## src/rtl/scan_sequencer.sv

```systemverilog
// Frame-scan controller: walks (hcount, vcount) over an H_COUNT x V_COUNT frame on a
// valid/ready stream, drains the downstream pipeline, then pulses frame_done_out.
//
// state | meaning
// IDLE  | waiting for start_in; all outputs low
// SCAN  | presenting coordinates; advance on valid && ready
// DRAIN | waiting PIPE_LAT cycles for downstream stages to empty
// DONE  | single-cycle frame_done_out pulse
module scan_sequencer #(
    parameter int H_COUNT  = 320,
    parameter int V_COUNT  = 240,
    parameter int PIPE_LAT = 4,
    localparam int HW = (H_COUNT > 1) ? $clog2(H_COUNT) : 1,
    localparam int VW = (V_COUNT > 1) ? $clog2(V_COUNT) : 1,
    localparam int DW = (PIPE_LAT > 0) ? $clog2(PIPE_LAT + 1) : 1
) (
    input  logic          clk_in,
    input  logic          rst_n_in,
    input  logic          start_in,
    input  logic          abort_in,
    input  logic          ready_in,
    output logic          valid_out,
    output logic [HW-1:0] hcount_out,
    output logic [VW-1:0] vcount_out,
    output logic          last_col_out,
    output logic          last_row_out,
    output logic          busy_out,
    output logic          frame_done_out
);

    typedef enum logic [1:0] {
        IDLE  = 2'd0,
        SCAN  = 2'd1,
        DRAIN = 2'd2,
        DONE  = 2'd3
    } state_t;

    localparam logic [HW-1:0] H_LAST     = HW'(H_COUNT - 1);
    localparam logic [HW-1:0] H_PEN      = HW'(H_COUNT - 2);
    localparam logic [VW-1:0] V_LAST     = VW'(V_COUNT - 1);
    localparam logic [VW-1:0] V_PEN      = VW'(V_COUNT - 2);
    localparam logic [DW-1:0] DRAIN_LAST = DW'((PIPE_LAT > 0) ? PIPE_LAT - 1 : 0);

    state_t        state;
    logic [DW-1:0] drain_cnt;

    // Outputs are registered alongside the state so ready_in never reaches them combinationally.
    always_ff @(posedge clk_in) begin
        if (!rst_n_in || abort_in) begin
            state          <= IDLE;
            hcount_out     <= '0;
            vcount_out     <= '0;
            drain_cnt      <= '0;
            valid_out      <= 1'b0;
            last_col_out   <= 1'b0;
            last_row_out   <= 1'b0;
            busy_out       <= 1'b0;
            frame_done_out <= 1'b0;
        end else begin
            frame_done_out <= 1'b0;
            case (state)
                IDLE: begin
                    if (start_in) begin
                        state        <= SCAN;
                        hcount_out   <= '0;
                        vcount_out   <= '0;
                        valid_out    <= 1'b1;
                        busy_out     <= 1'b1;
                        last_col_out <= 1'b0;
                        last_row_out <= 1'b0;
                    end
                end
                SCAN: begin
                    if (ready_in) begin
                        if (hcount_out != H_LAST) begin
                            hcount_out   <= hcount_out + 1'b1;
                            last_col_out <= (hcount_out == H_PEN);
                        end else if (vcount_out != V_LAST) begin
                            hcount_out   <= '0;
                            vcount_out   <= vcount_out + 1'b1;
                            last_col_out <= 1'b0;
                            last_row_out <= (vcount_out == V_PEN);
                        end else begin
                            hcount_out   <= '0;
                            vcount_out   <= '0;
                            drain_cnt    <= '0;
                            valid_out    <= 1'b0;
                            last_col_out <= 1'b0;
                            last_row_out <= 1'b0;
                            if (PIPE_LAT > 0) begin
                                state <= DRAIN;
                            end else begin
                                state          <= DONE;
                                frame_done_out <= 1'b1;
                            end
                        end
                    end
                end
                DRAIN: begin
                    if (drain_cnt == DRAIN_LAST) begin
                        state          <= DONE;
                        drain_cnt      <= '0;
                        frame_done_out <= 1'b1;
                    end else begin
                        drain_cnt <= drain_cnt + 1'b1;
                    end
                end
                DONE: begin
                    state    <= IDLE;
                    busy_out <= 1'b0;
                end
                default: begin
                    state    <= IDLE;
                    busy_out <= 1'b0;
                end
            endcase
        end
    end

endmodule

```

## config.mk

```make
export PLATFORM = sky130hd
export DESIGN_NAME = scan_sequencer
export DESIGN_NICKNAME = d
export VERILOG_FILES = /design/src/rtl/scan_sequencer.sv
export SDC_FILE = /design/constraint.sdc
export NUM_CORES = 1
export LEC_CHECK = 0
export ABC_AREA = 1
export ABC_CLOCK_PERIOD_IN_PS = 1700
export CORE_MARGIN = 2
export CORE_UTILIZATION = 40
export CTS_BUF_LIST = sky130_fd_sc_hd__clkbuf_8
export DETAILED_ROUTE_END_ITERATION = 10
export PLACE_DENSITY = 0.63
export SETUP_SLACK_MARGIN = 0.5
export SLEW_MARGIN = 20
export SYNTH_ARGS = -nofsm -noshare
export SYNTH_HDL_FRONTEND = slang
export SYNTH_SLANG_ARGS = --single-unit
```

## constraint.sdc

```tcl
create_clock -name clk_in -period 1.7 [get_ports clk_in]
set_input_delay 0.17 -clock clk_in [delete_from_list [all_inputs] [get_ports clk_in]]
set_output_delay 0.17 -clock clk_in [all_outputs]
set_load 0.05 [all_outputs]
```

# ---- Yosys cells after proc, flatten, opt, wreduce, memory -nomap -nowiden
# Index checks and enable logic that the tools add are counted.
dict set report word_totals {
  register_bits 27
}
dict set report op_classes {
  addsub 3
  eq_ne 13
  n_mux 35
  n_bitwise 1
  n_reduce_logical 13
}
# operator count
set op_table {}
lappend op_table {{8-bit two-way mux} 4}
lappend op_table {{9-bit two-way mux} 3}
lappend op_table {{9-bit one-hot mux with 2 select lines} 1}
lappend op_table {{8-bit one-hot mux with 2 select lines} 1}
lappend op_table {{3-bit two-way mux} 4}
lappend op_table {{1-bit two-way mux} 11}
lappend op_table {{2-bit two-way mux} 5}
lappend op_table {{2-bit inequality test (second input constant)} 5}
lappend op_table {{5-bit AND reduction} 2}
lappend op_table {{9-bit by 1-bit adder with 9-bit output (second input constant)} 1}
lappend op_table {{9-bit == test (second input constant)} 1}
lappend op_table {{9-bit inequality test (second input constant)} 1}
lappend op_table {{8-bit by 1-bit adder with 8-bit output (second input constant)} 1}
lappend op_table {{8-bit == test (second input constant)} 1}
lappend op_table {{8-bit inequality test (second input constant)} 1}
lappend op_table {{1-bit one-hot mux with 2 select lines} 4}
lappend op_table {{2-bit one-hot mux with 4 select lines} 1}
lappend op_table {{4-bit AND reduction} 2}
lappend op_table {{3-bit one-hot mux with 2 select lines} 1}
lappend op_table {{2-bit nonzero test} 3}
lappend op_table {{2-bit == test (second input constant)} 2}
lappend op_table {{3-bit by 1-bit adder with 3-bit output (second input constant)} 1}
lappend op_table {{3-bit by 2-bit == test with 1-bit output (second input constant)} 1}
lappend op_table {{3-bit AND reduction} 1}
lappend op_table {{other kinds (7)} 7}

# ---- Logic depth before layout (Yosys ltp)
# Gate-level depths: netlist (run 1).
dict set report logic_depth {
  word_depth 5
  ltp_mapped 13
  depth_no_buf 12
}

# ---- Worst setup path before layout (run 1)
# Ideal clock, no wire load.
dict set report synth_path {
  path_type {reg-to-reg}
  startpoint {register hcount_out[1]}
  endpoint {register vcount_out[0]}
  setup_time_ns 0.121
  t_arrival_ns 1.676
  t_required_ns 1.579
  setup_slack_ns -0.097
  stages_incl_launch_ff 10
  synth_period_minus_slack_ns 1.797
  path_cell_list {dfxtp_1 ha_1 inv_1 nor2_2 nand3_2 nand2_4 nand2_8 nand2_4 buf_6 a22oi_2}
}
dict set report synth_between {
  elab_chain_cells 3
}
# item line
set synth_rtl {}
lappend synth_rtl {{start: declaration} 23} ;# output logic [HW-1:0] hcount_out,
lappend synth_rtl {{start signal: assignment} 76} ;# hcount_out <= hcount_out + 1'b1;
lappend synth_rtl {{9-bit inequality test} 75} ;# if (hcount_out != H_LAST) begin
lappend synth_rtl {{2-bit inequality test (no line)} --}
lappend synth_rtl {{4-bit AND reduction (no line)} --}
lappend synth_rtl {{end signal: assignment} 80} ;# vcount_out <= vcount_out + 1'b1;
lappend synth_rtl {{end: declaration} 24} ;# output logic [VW-1:0] vcount_out,
# No other way between the ends.
# A chain may end at the register's enable or synchronous reset.

# ---- Final worst setup path (run 1)
dict set report layout_path {
  startpoint {register state[1]}
  endpoint {register hcount_out[7]}
}
dict set report layout_between {
  elab_chain_cells 3
  word_cells_on_any_way 7
  cone_classes {eq/ne (3); mux (1); reduce/logical (3)}
}
# item line
set layout_rtl {}
lappend layout_rtl {{start: declaration} 44} ;# state_t state;
lappend layout_rtl {{start signal: assignment} 50} ;# state <= IDLE;
lappend layout_rtl {{start signal: assignment} 64} ;# state <= SCAN;
lappend layout_rtl {{start signal: assignment} 91} ;# state <= DRAIN;
lappend layout_rtl {{2-bit by 1-bit == test with 1-bit output / 2-bit zero test (equally long branches)} 61} ;# case (state)
lappend layout_rtl {{2-bit inequality test (no line) / 2-bit nonzero test (equally long branches)} --}
lappend layout_rtl {{3-bit AND reduction (no line)} --}
# Parallel ways exist; a longest one is shown, timed or not.

==> flow_summary.yaml, run 1 <==
run_status:
  status: "finished, final reports clean"
cells_and_area:
  final_common_cell: "nand2_1"
  final_cell_mix: "46 x nand2_1, 28 x inv_1, 25 x nor2_1"
  antenna_cells: 0
  fill_cells: 363
  final_nets: 292
  layout-drive-gt1-share_pct: 46.7
  area_delta_synth_final_pct: 47.6
sta:
  slew_headroom_pct: 80.1
  post-route-min-period_ns: 1.45
  slew_violations: 0
  fmax_ghz: 0.688
  finalHoldViolations: 0
  setup_violations: 0
  worstMarginPinSlew_ns: 0.297
  tns_ns: 0
  rsz0062_at_grt: "true"
  finClkSkew_ns: 0.0109
  finalCritPeriodShare_pct: 85.5
die:
  rows: 23
  die_x_um: 67.7
  placeableCoreArea_sq_um: 3940
  start_util_pct: 41.2
  dieHeight_um: 67.7
  die_area_sq_um: 4580
  pin_count: 27
critical_path:
  crit_type: "reg -> reg"
  required_ns: 1.89
  crit_path_cell_trace: "inv_4, ha_4, inv_6, nand2_4, o21ai_4, nand2_4, buf_4, nor2_4, nand2_1, nand2_1, a21oi_2"
  cpMaxStageDelayCell: "dfxtp_2"
  cp.arrival_ns: 1.64
  ff2ff_path_depth: 11
  cp-end-kind: "flop"
  cp_max_fo: 6
  critPathMaxStageDelay_ns: 0.37
  cp-start-kind: "flop"
clock_network:
  clockBufferDepth: 2
  clk_latency_ns: 0.28
  cts_root_buffer: "clkbuf_8"
  cts_tree: "yes"
  cts_sinks: 27
  cts_hold_buf: 0
  cts_made_buffers: 3
  clk_pin_slew_ns: 0.11
  h-tree-depth: 1
synthesis:
  synth_nets: 241
  netlist_instances: 226
  synth.cell_area_sq_um: 1620
  synthTopCellsByArea: "dfxtp_1 33%, nand2_1 12%, ha_1 7.7%"
  synth_top_cell_area_share_pct: 33.3
  synth_area_per_cell_sq_um: 7.18
  ys_ff_latch: 27
  netlist-cell-type-count: 32
  yosysTopAreaCell: "dfxtp_1"
  ys_seq_area_share_pct: 33.3
  ys_warn_count: 0
global_route:
  grtUsageTotal_pct: 19.5
  grt_pass1_vias: 1498
  grt_max_degree: 17
  antenna_found_initial: 0
  globalRoute.totalOverflow: 0
  grt_pass1_wl_um: 6760
placed_design:
  gp_congestion: 0.840
  hpwl_um: 2600
  port_buffers: 26
detailed_routing:
  final_antenna_net_count: 0
  drt_wl_total_um: 4260
  dr_total_vias: 1600
  vias_per_cell: 4.91
  remaining_drc_errors: 0
  post_drt_wl_per_cell_um: 13.1
  drtIter0Drc: 91
  firstDrtPassIters: 4
pwr:
  irDropWorstVdd_uv: 365
  power_frac_seq_pct: 38.9
  clkPwrFrac_pct: 22.7
  leakage_nw: 1.02
  switching_power_uw: 651
  power.share.switching_pct: 37.3
  power_mw: 1.74
  p_per_area_nw_per_um2: 728
  p_int_mw: 1.09
  power.share.combinational_pct: 38.5
job:
  maxCapViolCount: 0
hold_path:
  hold_depth: 2
  min_path_type: "reg -> reg"
[repair_timing]
item | in CTS | in global routing
cloned | 1 | 0
hold endpoints to repair | 0 | 0
pin swaps | 8 | 18
setup buffers | 14 | 5
gates resized for setup | 77 | 52
setup endpoints to repair | 41 | 37
[worst paths after layout]
path                              startpoint  slack [ns]             to
worst max-delay path                state[1]        0.25  hcount_out[7]
worst max register to register      state[1]        0.25  hcount_out[7]
worst min-delay path            drain_cnt[2]        0.46   drain_cnt[2]
worst min register to register  drain_cnt[2]        0.46   drain_cnt[2]
[flip-flops by register name, summed over array words and instances (netlist names)]
signal	flops
frame_done_out	1
last_col_out	1
hcount_out	9
last_row_out	1
vcount_out	8
busy_out	1
valid_out	1
drain_cnt	3
state	2
[cells by family (layout without fill, tap and decap cells)]
family | count (synthesis) | count (layout) | synth area share [%]
AND/OR/NAND/NOR | 122 | 123 | 35.4
buffers and inverters | 40 | 89 | 12.0
flip-flops | 27 | 27 | 33.3
AO/OA/AOI/OAI | 21 | 21 | 8.40
adder cells (fa/ha/maj) | 10 | 10 | 7.71
XOR/XNOR | 6 | 6 | 3.24
[critical path: cells and delay by family, from the launching register on]
family	cells	cell delay (ns)
buffers and inverters	3	0.28
adder cells (fa/ha/maj)	1	0.17
flip-flops	1	0.37
AO/OA/AOI/OAI	2	0.11
AND/OR/NAND/NOR	5	0.44
[cell type report]
class | count | area, sq um | area share, %
Inverter | 37 | 159 | 6.64
Multi-Input combinational cell | 160 | 1160 | 48.3
Clock inverter | 1 | 7.51 | 0.313
Clock buffer | 3 | 41.3 | 1.72
Sequential cell | 27 | 582 | 24.3
Timing Repair Buffer | 48 | 387 | 16.1
Tap cell | 50 | 62.6 | 2.61
[synth_stat cells]
cell and instances:
a211oi_1 1, a21oi_1 8, a21oi_2 3, a22oi_2 1
buf_12 1, buf_6 2, dfxtp_1 27, ha_1 10
inv_1 33, inv_2 2, inv_6 1, inv_8 1
nand2_1 52, nand2_2 2, nand2_4 3, nand2_8 1
nand3_1 17, nand3_2 1, nand3b_1 1, nand4_1 7
nor2_1 31, nor2_2 2, nor2_4 1, nor3_1 2
nor3_2 1, o21ai_0 4, o21ai_1 1, o21ai_2 2
o21bai_1 1, or2_2 1, xnor2_1 2, xor2_1 4
[metal layers]
metal / share of wire (%) / vias up / track usage (%) / routed length, um
li1: - / 815 / - / -
met1: 44 / 751 / 25.7 / 1890
met2: 50 / 32 / 32.0 / 2140
met3: 4.4 / 2 / 2.83 / 188
met4: 0.68 / 0 / 7.14 / 29
met5: 0 / - / 0 / 0
[power by group through the flow]
stage	sequential [mW]	combinational, mW	clock (mW)
final	0.678	0.671	0.395
after detailed placement	0.696	0.440	0
after floorplan	0.743	0.320	0
after global placement	0.696	0.436	0
after CTS	0.675	0.583	0.397
after global routing	0.681	0.724	0.423
[stage by stage]
step	hold WS (ns)	utilization [%]	worst slack (ns)	instances	cell area, sq um
CTS	0.450	58.4	0.277	321	2300
global route	0.464	60.7	0.167	326	2390
detailed placement	0.434	51.1	0.0517	302	2020
floorplan	0.335	-	0.243	226	1730
global placement	0.430	51.1	0.0881	302	2020
finish	0.456	60.7	0.246	326	2390
Power figures use the tool's default switching activity.
==> inputs of run 2 (changes only) <==
--- a/config.mk
+++ b/config.mk
@@ -6,12 +6,12 @@
 export NUM_CORES = 1
 export LEC_CHECK = 0
 export ABC_AREA = 1
-export ABC_CLOCK_PERIOD_IN_PS = 1700
+export ABC_CLOCK_PERIOD_IN_PS = 1500
 export CORE_MARGIN = 2
 export CORE_UTILIZATION = 40
 export CTS_BUF_LIST = sky130_fd_sc_hd__clkbuf_8
 export DETAILED_ROUTE_END_ITERATION = 10
-export PLACE_DENSITY = 0.63
+export PLACE_DENSITY = 0.61
 export SETUP_SLACK_MARGIN = 0.5
 export SLEW_MARGIN = 20
 export SYNTH_ARGS = -nofsm -noshare
==> constraint.sdc (replaced) <==
create_clock -name clk_in -period 1.5 [get_ports clk_in]
set_input_delay 0.15 -clock clk_in [delete_from_list [all_inputs] [get_ports clk_in]]
set_output_delay 0.15 -clock clk_in [all_outputs]
set_load 0.05 [all_outputs]
==> run 2 against run 1 <==
Against the previous run: setup slack worse by 0.21 ns; via count is 3.1% higher; hold slack worse by 0.018 ns; die area stayed put; critical endpoint is now hcount_out[3]; highest routed layer unchanged.
==> flow_summary.yaml, run 2 (same netlist as run 1, synthesis figures left out) <==
cells_and_area:
  largest_registers: "hcount_out x9, vcount_out x8, drain_cnt x3"
  layout-drive-gt1-share_pct: 50.8
  area_delta_synth_final_pct: 68.2
  fin_cells: 345
  final_cell_mix: "46 x nand2_1, 28 x inv_1, 28 x buf_4"
  final_nets: 311
  final_common_cell: "nand2_1"
  largest_reg_flops: 9
  largest_register: "hcount_out"
  utilization_pct: 69.2
  antenna_cells: 0
sta:
  worstMarginPinSlew_ns: 0.288
  fin_hold_ws_ns: 0.437
  slew_headroom_pct: 80.7
  slew_violations: 0
  finClkSkew_ns: 0.00365
  finalHoldViolations: 0
  setup_violations: 0
  fmax_ghz: 0.682
  rsz0062_at_grt: "true"
  finalCritPeriodShare_pct: 97.7
  post-route-min-period_ns: 1.47
critical_path:
  path_delay_family: "simple AND/OR/NAND/NOR gates"
  cp.arrival_ns: 1.64
  cp_max_fo: 8
  crit_buf_inv: 4
  critPathMaxStageDelay_ns: 0.36
  cpMaxStageDelayCell: "dfxtp_2"
  required_ns: 1.67
  cp-start-kind: "flop"
  r2r_slack_ns: 0.03
  cp-end-kind: "flop"
  crit_type: "reg -> reg"
  crit_path_cell_trace: "inv_4, ha_4, inv_6, nand2_4, o21ai_4, nand2_4, inv_8, nand2_8, nand2_8, buf_12, nor2_1"
hold_path:
  min_path_type: "reg -> reg"
detailed_routing:
  drtIter0Drc: 54
  dr_total_vias: 1650
  route.met2.wl_um: 2110
  routed.top_layer: "met4"
  post_drt_wl_per_cell_um: 11.8
  firstDrtPassIters: 4
  final_antenna_net_count: 0
  drt_wl_total_um: 4060
  met3_length_um: 120
  remaining_drc_errors: 0
  vias_per_cell: 4.78
  wl_met1_um: 1810
global_route:
  grt_max_degree: 15
  grtUsageTotal_pct: 17.9
  antenna_found_initial: 0
  grt_pass1_wl_um: 6210
  grt_pass1_vias: 1471
  globalRoute.totalOverflow: 0
die:
  placeableCoreArea_sq_um: 3940
  start_util_pct: 41.2
  dieHeight_um: 67.7
  rows: 23
  pin_count: 27
  die_x_um: 67.7
  die_area_sq_um: 4580
placed_design:
  hpwl_um: 2810
  gp_congestion: 0.868
  port_buffers: 26
  place_inst: 317
clock_network:
  cts_sinks: 27
  clockBufferDepth: 2
  cts_tree: "yes"
  cts_made_buffers: 3
  clk_pin_slew_ns: 0.09
  h-tree-depth: 1
  cts_root_buffer: "clkbuf_8"
  clk_latency_ns: 0.27
pwr:
  p_per_area_nw_per_um2: 723
  leakage_nw: 1.16
  irDropWorstVdd_uv: 393
run_status:
  status: "finished, final reports clean"
job:
  maxCapViolCount: 0
run 2: cell count changes in the layout (fill, tap and decap cells not counted), sizes merged:
cell / before / now
inv: 37 / 39
buf: 40 / 63
clkdlybuf4s15: 3 / 0
nand2: 59 / 58
clkbuf: 4 / 3
clkinvlp: 1 / 0
run 2: per-stage QoR:
stage | instance area (sq um) | total power [mW] | setup slack [ns] | setup TNS, ns
floorplan | 1730 | 1.21 | 0.0457 | 0
global placement | 2100 | 1.34 | -0.00528 | -0.0187
detailed placement | 2100 | 1.35 | -0.0256 | -0.176
CTS | 2450 | 1.89 | 0.0611 | 0
global route | 2730 | 2.09 | -0.0339 | -0.233
finish | 2730 | 1.97 | 0.0343 | 0
run 2: power breakdown:
group / switching [mW] / internal [mW] / leakage, nW / total, mW
clock: 0.220 / 0.183 / 0.0269 / 0.404
combinational: 0.453 / 0.354 / 0.902 / 0.807
sequential: 0.0271 / 0.735 / 0.230 / 0.762
total: 0.700 / 1.27 / 1.16 / 1.97
run 2: timing repair:
action,4_1_cts,5_1_grt
buffers inserted,13,10
gates resized for setup,52,50
hold buffers,0,0
pin swaps,9,22
endpoints found under the setup margin,38,44
gates cloned,1,0
run 2: final timing paths:
check / start / to / cells after the start
setup reg to reg: state[1] / hcount_out[3] / 11
setup / recovery: state[1] / hcount_out[3] / 11
hold reg to reg: drain_cnt[2] / drain_cnt[2] / 2
hold / removal: drain_cnt[2] / drain_cnt[2] / 2
run 2: layout make-up:
cell class / count / area, sq um
Fill cell: 324 / 1210
Timing Repair inverter: 1 / 6.26
Inverter: 37 / 156
Clock buffer: 3 / 41.3
Sequential cell: 27 / 587
Tap cell: 50 / 62.6
Clock inverter: 1 / 3.75
Timing Repair Buffer: 67 / 687
Multi-Input combinational cell: 159 / 1190
run 2: per-layer routing:
layer  track usage, %  vias to the layer above
li1                 -                      847
met1             22.7                      763
met2             31.1                       38
met3             2.67                        2
met4             5.61                        0
met5                0                        -
run 2: tightest hold or removal path, delay by kind of cell (launching register included):
family,cells,cell delay [ns]
DFF,1,0.32
and+or+nand+nor,2,0.09
